**src/rtl/regfile_2r1w_param.sv**
```systemverilog
// Parametrised 2-read/1-write register file with a per-register busy scoreboard.
// Optional write-through forwarding on both read ports: define REGFILE_BYPASS_EN.
module regfile_2r1w_param #(
   parameter int unsigned            DATA_W    = 4,
   parameter int unsigned            ADDR_W    = 2,
   parameter logic [DATA_W-1:0]      RESET_VAL = '0
) (
   input  logic              clk,
   input  logic              rst_n,
   input  logic              load_enable,
   input  logic [ADDR_W-1:0] D_address,
   input  logic [DATA_W-1:0] bus_D,
   input  logic [ADDR_W-1:0] A_select,
   input  logic [ADDR_W-1:0] B_select,
   output logic [DATA_W-1:0] bus_A,
   output logic [DATA_W-1:0] bus_B,
   input  logic              reserve_en,
   input  logic [ADDR_W-1:0] reserve_addr,
   output logic              busy_A,
   output logic              busy_B,
   output logic              busy_any
);

   localparam int unsigned DEPTH = 1 << ADDR_W;

   logic [DATA_W-1:0] regs [DEPTH];
   logic [DEPTH-1:0]  busy;

   always_ff @(posedge clk or negedge rst_n) begin
      if (!rst_n) begin
         for (int unsigned i = 0; i < DEPTH; i++) begin
            regs[i] <= RESET_VAL;
         end
         busy <= '0;
      end else begin
         if (load_enable) begin
            regs[D_address] <= bus_D;
         end
         // A reservation wins over a same-cycle write: the write retires the old producer.
         for (int unsigned i = 0; i < DEPTH; i++) begin
            if (reserve_en && reserve_addr == ADDR_W'(i)) begin
               busy[i] <= 1'b1;
            end else if (load_enable && D_address == ADDR_W'(i)) begin
               busy[i] <= 1'b0;
            end
         end
      end
   end

   assign busy_any = |busy;

`ifdef REGFILE_BYPASS_EN
   logic fwd_a;
   logic fwd_b;

   // Forwarding is suppressed while reset is held so outputs show RESET_VAL.
   assign fwd_a = rst_n && load_enable && (D_address == A_select);
   assign fwd_b = rst_n && load_enable && (D_address == B_select);

   always_comb begin
      bus_A  = regs[A_select];
      bus_B  = regs[B_select];
      busy_A = busy[A_select];
      busy_B = busy[B_select];
      if (fwd_a) begin
         bus_A  = bus_D;
         busy_A = reserve_en && (reserve_addr == A_select);
      end
      if (fwd_b) begin
         bus_B  = bus_D;
         busy_B = reserve_en && (reserve_addr == B_select);
      end
   end
`else
   always_comb begin
      bus_A  = regs[A_select];
      bus_B  = regs[B_select];
      busy_A = busy[A_select];
      busy_B = busy[B_select];
   end
`endif

endmodule

```
**config.mk**
```make
export PLATFORM = sky130hd
export DESIGN_NAME = regfile_2r1w_param
export DESIGN_NICKNAME = d
export VERILOG_FILES = /design/src/rtl/regfile_2r1w_param.sv
export SDC_FILE = /design/constraint.sdc
export NUM_CORES = 1
export LEC_CHECK = 0
export CAP_MARGIN = 30
export CELL_PAD_IN_SITES_DETAIL_PLACEMENT = 1
export CELL_PAD_IN_SITES_GLOBAL_PLACEMENT = 1
export CORE_MARGIN = 2
export CORE_UTILIZATION = 25
export CTS_BUF_LIST = sky130_fd_sc_hd__clkbuf_16
export CTS_CLUSTER_DIAMETER = 80
export CTS_CLUSTER_SIZE = 14
export DETAILED_ROUTE_END_ITERATION = 10
export GPL_TIMING_DRIVEN = 0
export MAX_ROUTING_LAYER = met4
export PLACE_DENSITY = 0.61
export REMOVE_ABC_BUFFERS = 1
export SYNTH_ARGS = -nofsm -noshare
export SYNTH_HDL_FRONTEND = slang
export SYNTH_SLANG_ARGS = --single-unit
```
**constraint.sdc**
```tcl
create_clock -name clk -period 1.9 [get_ports clk]
set_input_delay 0.38 -clock clk [delete_from_list [all_inputs] [get_ports clk]]
set_output_delay 0.38 -clock clk [all_outputs]
set_load 0.03 [all_outputs]
```
# Word level (Yosys, flattened, before mapping)
# Index checks and enable logic that the tools add are counted.
# op_classes
n_lt_le_gt_ge	6
n_eq_ne	6
mux	21
bitwise_logic	3
reduce_logical	16
# op_table
op	count
$mux 4	5
$bmux 4 s2	2
$bwmux 16	1
$mux 1	10
$ge 3x3->1 const B	3
$logic_and 1x1->1	9
$not 2->3	3
$demux 4 s2	1
$eq 2x2->1 const B	4
$reduce_bool 2->1	4
$lt 2x3->1 const B	2
$bmux 1 s2	2
$eq 2x1->1 const B	2
$logic_not 2->1	2
$reduce_or 4->1	1
$lt 3x1->1 const B	1
# word_totals
regBits	20
input_bits	16
out_inout_bits	11

# Logic depth before layout (Yosys ltp)
# Gate-level depths: netlist (run 1).
# logic_depth
depth_word	6
ltp_mapped	2

# Worst setup path after synthesis (run 1)
# OpenSTA, ideal clock, no wires.
# synth_timing
path_kind	input to output
start	in A_select[0]
end	out bus_A[0]
t_arrival_ps	1181
path_slack_ps	339
stages	2
n_path_buf	1
path_cell_list	buf_6 -> mux4_1
# synth_via
elab_chain_cells	4
# synth_lines
element	line	rtl
from (decl)	13	input logic [ADDR_W-1:0] A_select,
$not 2->3 (not written as such)	76	bus_A = regs[A_select];
$bmux 4 s2	76	
$mux 4 (not written as such) (2 in a row)	76	
to (decl)	15	output logic [DATA_W-1:0] bus_A,
# Every way passes these cells. The select of a mux whose other input is x is not followed.

# Worst setup path after layout (run 1)
# layout_timing
start	in B_select[0]
end	out bus_B[2]
# layout_via
elab_chain_cells	4
# layout_lines
element	line	rtl
from (decl)	14	input logic [ADDR_W-1:0] B_select,
$not 2->3 (not written as such)	77	bus_B = regs[B_select];
$bmux 4 s2	77	
$mux 4 (not written as such) (2 in a row)	77	
to (decl)	16	output logic [DATA_W-1:0] bus_B,
# Every way passes these cells. The select of a mux whose other input is x is not followed.

==> results of run 1 <==
-- sequential cells by signal, indices dropped and copies added, names as in the netlist --
name  cells
busy      4
regs     16
-- how the worst max path moves through the flow --
stage,to,slack (ns),cells past startpoint
3_3_place_gp,bus_B[2],-0.79,3
4_1_cts,bus_B[2],0.05,3
5_1_grt,bus_A[2],0.02,3
2_1_floorplan,bus_A[0],0.45,1
6_report,bus_B[2],0.05,3
3_5_place_dp,bus_B[2],-0.79,3
-- critical path, stage by stage --
cell                              delay [ns]
sky130_fd_sc_hd__clkdlybuf4s18_2        0.29
sky130_fd_sc_hd__mux4_1                 0.60
sky130_fd_sc_hd__buf_2                  0.20
-- layout by cell type, fill, tap and decap left out, drive strengths merged --
cell | netlist | final
mux4 | 10 | 10
nand2b | 1 | 1
dfrtp | 20 | 20
o2bb2ai | 1 | 1
bufinv | 0 | 1
clkdlybuf4s50 | 0 | 11
clkbuf | 0 | 3
clkdlybuf4s18 | 0 | 1
o22ai | 1 | 1
clkdlybuf4s15 | 0 | 1
nand3 | 1 | 1
buf | 2 | 11
a32o | 2 | 2
mux2 | 16 | 16
or4 | 1 | 1
dlygate4sd2 | 0 | 2
nand3b | 2 | 2
nor3b | 1 | 1
inv | 2 | 2
-- report_power, final --
part	internal, W	total, W	switching, W
combinational	0.000191	0.000390	0.000199
clock	0.000418	0.000579	0.000161
sequential	0.000505	0.000556	0.0000510
total	0.00111	0.00152	0.000411
-- stage by stage --
step	util [%]	setup WS, ns	TNS, ns	hold slack (ns)
2_1_floorplan	-	0.449	0	0.0844
3_3_place_gp	33.8	-0.786	-7.56	0.498
3_5_place_dp	33.8	-0.787	-7.58	0.510
4_1_cts	35.2	0.0458	0	0.523
5_1_grt	35.0	0.0199	0	0.535
6_report	35.0	0.0453	0	0.518
-- final cells by class --
type | instances | area (sq um) | area share (%)
clock inverters | 1 | 30.0 | 2.13
clock buffers | 3 | 75.1 | 5.32
multi-input cells | 36 | 531 | 37.6
well taps | 50 | 62.6 | 4.44
flip-flops and latches | 20 | 500 | 35.5
repair buffers | 26 | 204 | 14.5
inverters | 2 | 7.51 | 0.532
-- cells by family after synthesis --
kind of cell	Yosys count	synth area share, %
DFF	20	47.2
AOI/OAI and AO/OA	4	3.30
and+or+nand+nor	6	4.95
muxes	26	41.7
buffers and inverters	4	2.83
-- routing by layer --
metal  GRT usage (%)  routed length [microns]  vias up
li1                -                        -      309
met3            3.51                      112        4
met5               -                        0        -
met2            18.4                     1180       20
met1            13.2                     1050      352
met4            4.58                       44        0
-- cell usage after synthesis --
cell type,n
sky130_fd_sc_hd__dfrtp_1,20
sky130_fd_sc_hd__mux2_2,16
sky130_fd_sc_hd__mux4_1,10
sky130_fd_sc_hd__a32o_1,2
sky130_fd_sc_hd__buf_6,2
sky130_fd_sc_hd__inv_1,2
sky130_fd_sc_hd__nand3b_1,2
sky130_fd_sc_hd__nand2b_1,1
sky130_fd_sc_hd__nand3_1,1
sky130_fd_sc_hd__nor3b_4,1
sky130_fd_sc_hd__o22ai_1,1
sky130_fd_sc_hd__o2bb2ai_1,1
sky130_fd_sc_hd__or4_1,1
==> run_results.csv, run 1 <==
group,metric,value,unit
pwr,post-layout-total-power,0.00152,W
grt,antenna_found_initial,0,
setup_path,reg2reg_setup_slack,1.13,ns
floorplanning,floorplan.die_area,4780,sq um
setup_path,setup_crit_end_kind,"primary output",
logic_synthesis,synth.largest_area_cell,"sky130_fd_sc_hd__dfrtp_1",
timing,final.min_clock_period,1.85,ns
setup_path,endpoint_of_the_worst_register_to_register_path,"regs[7]$_DFFE_PN0P_",
cts,clkSinkCount,20,
cells_and_area,final_cell_count_no_fill,138,
grt,via_count_of_the_first_global_routing_pass,763,
status,outcome,"finished, final reports clean",
cells_and_area,syn2layout_area_growth,32.9,%
grt,grt_first_pass_wirelength,3.94,mm
timing,period_utilization,97.6,%
timing,slew_violations,0,
floorplanning,initial_utilization,26.3,%
setup_path,reg2reg_from,"regs[7]$_DFFE_PN0P_",
floorplanning,std_cell_rows,23,
cells_and_area,diodes,0,
route,antenna_violating_nets_post_route,0,
worst_hold_path,holdPathEnd,"regs[11]$_DFFE_PN0P_",
cts,cts_resized,62,
cells_and_area,drive_gt1_share,38.6,%
logic_synthesis,avgSynthCellArea,17.7,sq um
setup_path,worstSetupPathType,"input port to primary output",
cts,worstSkewPairLatency,0.25,ns
grt,globalRoute.totalOverflow,0,
setup_path,critical_path_required,1.52,ns
timing,setup_repair_after_global_routing_missed_its_margin,"no",
floorplanning,die_width,69.1,microns
floorplanning,core_area,4030,sq um
place,gp_routability_congestion,0.689,
floorplanning,top_level_ports,27,
logic_synthesis,synth_cells,60,
cts,cts.htree.levels,1,
cts,clock_transition_at_the_register_clock_pins_on_the_worst_setup_and_hold_paths_after_cts,0.05,ns
timing,finalHoldViolCount,0,
logic_synthesis,ys_top_cells_by_area,"sky130_fd_sc_hd__dfrtp_1, sky130_fd_sc_hd__mux4_1, sky130_fd_sc_hd__mux2_2",
cells_and_area,fin_area,1410,sq um
timing,slew_headroom,38.1,%
logic_synthesis,post_synthesis_instance_area,1060,sq um
place,numPortBuffers,26,
cts,cts_setup_buffers,0,
timing,achievable-frequency,539,MHz
logic_synthesis,ys_seq_area_share,47.2,%
cts,cts_buffer_depth,2,
timing,clock_skew,0,ns
logic_synthesis,synth_cell_types,13,
cts,number_of_buffers_created_by_cts,3,
worst_hold_path,worst_hold_path_type,"flop to flop",
grt,grtUsageTotal,11.4,%
route,vias,685,
grt,largest_net_degree_at_the_start_of_global_routing,21,
route,dr.first_iter.drc_count,16,
cells_and_area,num-fill-cells,425,
place,post_dp_cell_area,1360,sq um
logic_synthesis,yosysWarningCount,0,
logic_synthesis,synth_top_area_share,47.2,%
timing,worst_slew_pin_tran,0.925,ns
setup_path,worst_setup_path_start_kind,"input port",
place,dp_hpwl,1.80,mm
pwr,power.density_cell_area,1080,nW/um^2
setup_path,worst_ep_arrival_time,1.47,ns
cells_and_area,layout.nets,105,
setup_path,crit_path_start,"B_select[0]",
route,drt_wl_total,2.40,mm
route,dr.pass1.iters,2,
logic_synthesis,synth-seq-cells,20,
route,detail_route.wl_per_cell,17.4,microns
route,count_of_unresolved_drc_violations_after_routing,0,
setup_path,crit_path_max_fanout,5,
run,max-cap-violations,0,
pwr,worst_ir_drop_vdd,0.346,mV
timing,setup_viol_count_final,0,
floorplanning,die-height,69.1,microns
cts,postCtsHoldBufs,0,
pwr,power.static_leakage,0.599,nW
worst_hold_path,hold_start,"regs[11]$_DFFE_PN0P_",
cts,cts_root_buf,"sky130_fd_sc_hd__clkbuf_16",
worst_hold_path,worst_hold_path.num_cells,1,
route,vias_per_cell,4.96,
setup_path,r2r.worst_path.cells,1,
place,placed_cells,134,
cts,cts_tree,"yes",
(Power assumes the default switching activity.)
==> run 2: changes to the inputs <==
--- a/config.mk
+++ b/config.mk
@@ -8,6 +8,7 @@
 export CAP_MARGIN = 30
 export CELL_PAD_IN_SITES_DETAIL_PLACEMENT = 1
 export CELL_PAD_IN_SITES_GLOBAL_PLACEMENT = 1
+export CORE_ASPECT_RATIO = 1.1
 export CORE_MARGIN = 2
 export CORE_UTILIZATION = 25
 export CTS_BUF_LIST = sky130_fd_sc_hd__clkbuf_16
==> run 2 against run 1 <==
  * Utilization is 0.55 points lower
  * Clock-buffer cell count stayed put
  * Wire length is 3.8% higher
  * Total power is 9.4% lower
  * Register-to-register slack hardly changed
  * Clock skew stayed put
  * Die area hardly changed
  * First-iteration DRC count is 6.3% lower
  * Combinational power hardly changed
  * Critical path type unchanged
  * Critical endpoint is now bus_A[2]
  * Largest power group is now sequential cells
  * Highest routed layer unchanged
==> run_results.csv, run 2 (synthesis gave the netlist of run 1 again) <==
group,metric,value,unit
status,outcome,"finished, final reports clean",
cts,clock_transition_at_the_register_clock_pins_on_the_worst_setup_and_hold_paths_after_cts,0.05,ns
setup_path,critPathSlowestCell,"sky130_fd_sc_hd__mux4_1",
place,dp_hpwl,1.77,mm
grt,largest_net_degree_at_the_start_of_global_routing,21,
timing,setup_repair_after_global_routing_missed_its_margin,"no",
run,max-cap-violations,0,
cells_and_area,area.sequential,500,sq um
cells_and_area,layout.nets,105,
pwr,worst_ir_drop_vdd,0.306,mV
cells_and_area,reg_top3,"regs: 16 flops, busy: 4 flops",
setup_path,cp_slowest_stage_delay,0.60,ns
floorplanning,die_width,66.1,microns
route,count_of_unresolved_drc_violations_after_routing,0,
setup_path,crit_path_max_fanout,5,
pwr,post-layout-total-power,0.00138,W
floorplanning,floorplan.die_area,4780,sq um
setup_path,setup_crit_end_kind,"primary output",
cells_and_area,final_cell_mix,"sky130_fd_sc_hd__dfrtp_1, sky130_fd_sc_hd__mux2_2, sky130_fd_sc_hd__clkdlybuf4s50_1, sky130_fd_sc_hd__buf_2, sky130_fd_sc_hd__mux4_1",
place,placed_cells,136,
floorplanning,std_cell_rows,24,
route,vias,675,
timing,period_utilization,96.9,%
setup_path,reg2reg_from,"regs[6]$_DFFE_PN0P_",
cells_and_area,multi_input_comb_area,531,sq um
floorplanning,initial_utilization,26.4,%
setup_path,path_cells,"clkdlybuf4s15_2, mux4_1, buf_2",
cts,postCtsHoldBufs,0,
route,dr.pass1.iters,2,
timing,slew_headroom,37.7,%
place,post_dp_cell_area,1360,sq um
floorplanning,core_area,4020,sq um
worst_hold_path,worst_hold_path.num_cells,1,
timing,clock_skew,0,ns
cts,cts_setup_buffers,0,
setup_path,endpoint_of_the_worst_register_to_register_path,"regs[6]$_DFFE_PN0P_",
setup_path,worstSetupPathType,"input port to primary output",
setup_path,worst_ep_arrival_time,1.46,ns
cells_and_area,fin_area,1390,sq um
cells_and_area,drive_gt1_share,37.5,%
cells_and_area,num-fill-cells,443,
timing,worst_slew_pin_tran,0.931,ns
timing,finalHoldViolCount,0,
worst_hold_path,worst_hold_path_type,"flop to flop",
timing,final.min_clock_period,1.84,ns
worst_hold_path,holdPathEnd,"regs[3]$_DFFE_PN0P_",
timing,slew_violations,0,
route,dr.first_iter.drc_count,15,
pwr,power.density_cell_area,997,nW/um^2
place,gp_routability_congestion,0.738,
cts,cts_root_buf,"sky130_fd_sc_hd__clkbuf_16",
cts,cts_tree,"yes",
setup_path,worst_setup_path_start_kind,"input port",
pwr,power.static_leakage,0.586,nW
place,numPortBuffers,26,
cells_and_area,final_cell_count_no_fill,140,
timing,achievable-frequency,543,MHz
setup_path,reg2reg_setup_slack,1.12,ns
setup_path,critical_path_required,1.52,ns
cts,cts_buffer_depth,2,
setup_path,r2r.worst_path.cells,1,
grt,via_count_of_the_first_global_routing_pass,771,
floorplanning,top_level_ports,27,
cells_and_area,register_containing_the_most_flip_flops_in_the_final_layout,"regs",
timing,setup_viol_count_final,0,
cts,clkSinkCount,20,
grt,grtUsageTotal,11.9,%
cts,worstSkewPairLatency,0.25,ns
cts,number_of_buffers_created_by_cts,3,
route,vias_per_cell,4.82,
route,antenna_violating_nets_post_route,0,
route,detail_route.wl_per_cell,17.8,microns
timing,hold_slack,0.516,ns
cts,cts.htree.levels,1,
floorplanning,die-height,72.3,microns
cells_and_area,syn2layout_area_growth,30.7,%
route,drt_wl_total,2.49,mm
cells_and_area,largest_register_ffs,16,
grt,antenna_found_initial,0,
cells_and_area,final_common_cell,"sky130_fd_sc_hd__dfrtp_1",
worst_hold_path,hold_start,"regs[3]$_DFFE_PN0P_",
grt,grt_first_pass_wirelength,3.93,mm
cells_and_area,diodes,0,
grt,globalRoute.totalOverflow,0,
[run 2: changes by cell type in the layout (fill, tap and decap cells not counted), sizes merged]
cell    change
bufinv      -1
clkinv      +1
[run 2: how the worst max path moves through the flow]
stage	slack [ns]	startpoint	depth (start not counted)	to
CTS	-0.05	B_select[0]	3	bus_B[2]
floorplan	0.45	A_select[0]	1	bus_A[0]
finish	0.06	A_select[0]	3	bus_A[2]
global placement	-0.78	B_select[0]	3	bus_B[2]
global route	0.03	A_select[0]	3	bus_A[0]
detailed placement	-0.77	B_select[0]	3	bus_B[3]
[run 2: power by group]
part,internal (W),switching [W]
clock,0.000280,0.000153
combinational,0.000191,0.000201
sequential,0.000505,0.0000511
[run 2: cell type report]
cell class / instances / area share [%]
clock inverters: 1 / 0.271
inverters: 2 / 0.542
well taps: 52 / 4.69
flip-flops and latches: 20 / 36.1
clock buffers: 3 / 5.42
repair buffers: 26 / 14.7
multi-input cells: 36 / 38.3
[run 2: metal layers]
layer | wire length (microns) | share of wire, % | global-route usage, % | up-vias
met5 | 0 | 0 | - | -
li1 | - | - | - | 306
met4 | 29 | 1.2 | 4.08 | 0
met3 | 165 | 6.6 | 3.10 | 3
met1 | 1060 | 43 | 14.0 | 344
met2 | 1240 | 50 | 19.7 | 22
[run 2: timing repair]
action                                  4_1_cts  5_1_grt
gates cloned                                  0        0
endpoints found under the setup margin       11        2
resized for setup                            60        4
[run 2: through the flow]
| step | util [%] | worst slack [ns] | TNS (ns) |
|---|---|---|---|
| after floorplan | - | 0.449 | 0 |
| after global placement | 33.9 | -0.776 | -7.51 |
| after detailed placement | 33.9 | -0.771 | -7.55 |
| after CTS | 34.8 | -0.0495 | -0.0495 |
| after global routing | 34.5 | 0.0277 | 0 |
| final | 34.5 | 0.0587 | 0 |
[run 2: worst max-delay path, delay by kind of cell]
family   cells  cell delay [ns]
mux          1             0.60
buf+inv      2             0.48
==> run 3: changes to the inputs <==
--- a/config.mk
+++ b/config.mk
@@ -15,6 +15,7 @@
 export CTS_CLUSTER_DIAMETER = 80
 export CTS_CLUSTER_SIZE = 14
 export DETAILED_ROUTE_END_ITERATION = 10
+export GPL_ROUTABILITY_DRIVEN = 0
 export GPL_TIMING_DRIVEN = 0
 export MAX_ROUTING_LAYER = met4
 export PLACE_DENSITY = 0.61
==> results of run 3 <==
Final layout, timing and power as in run 2 (identical DEF).
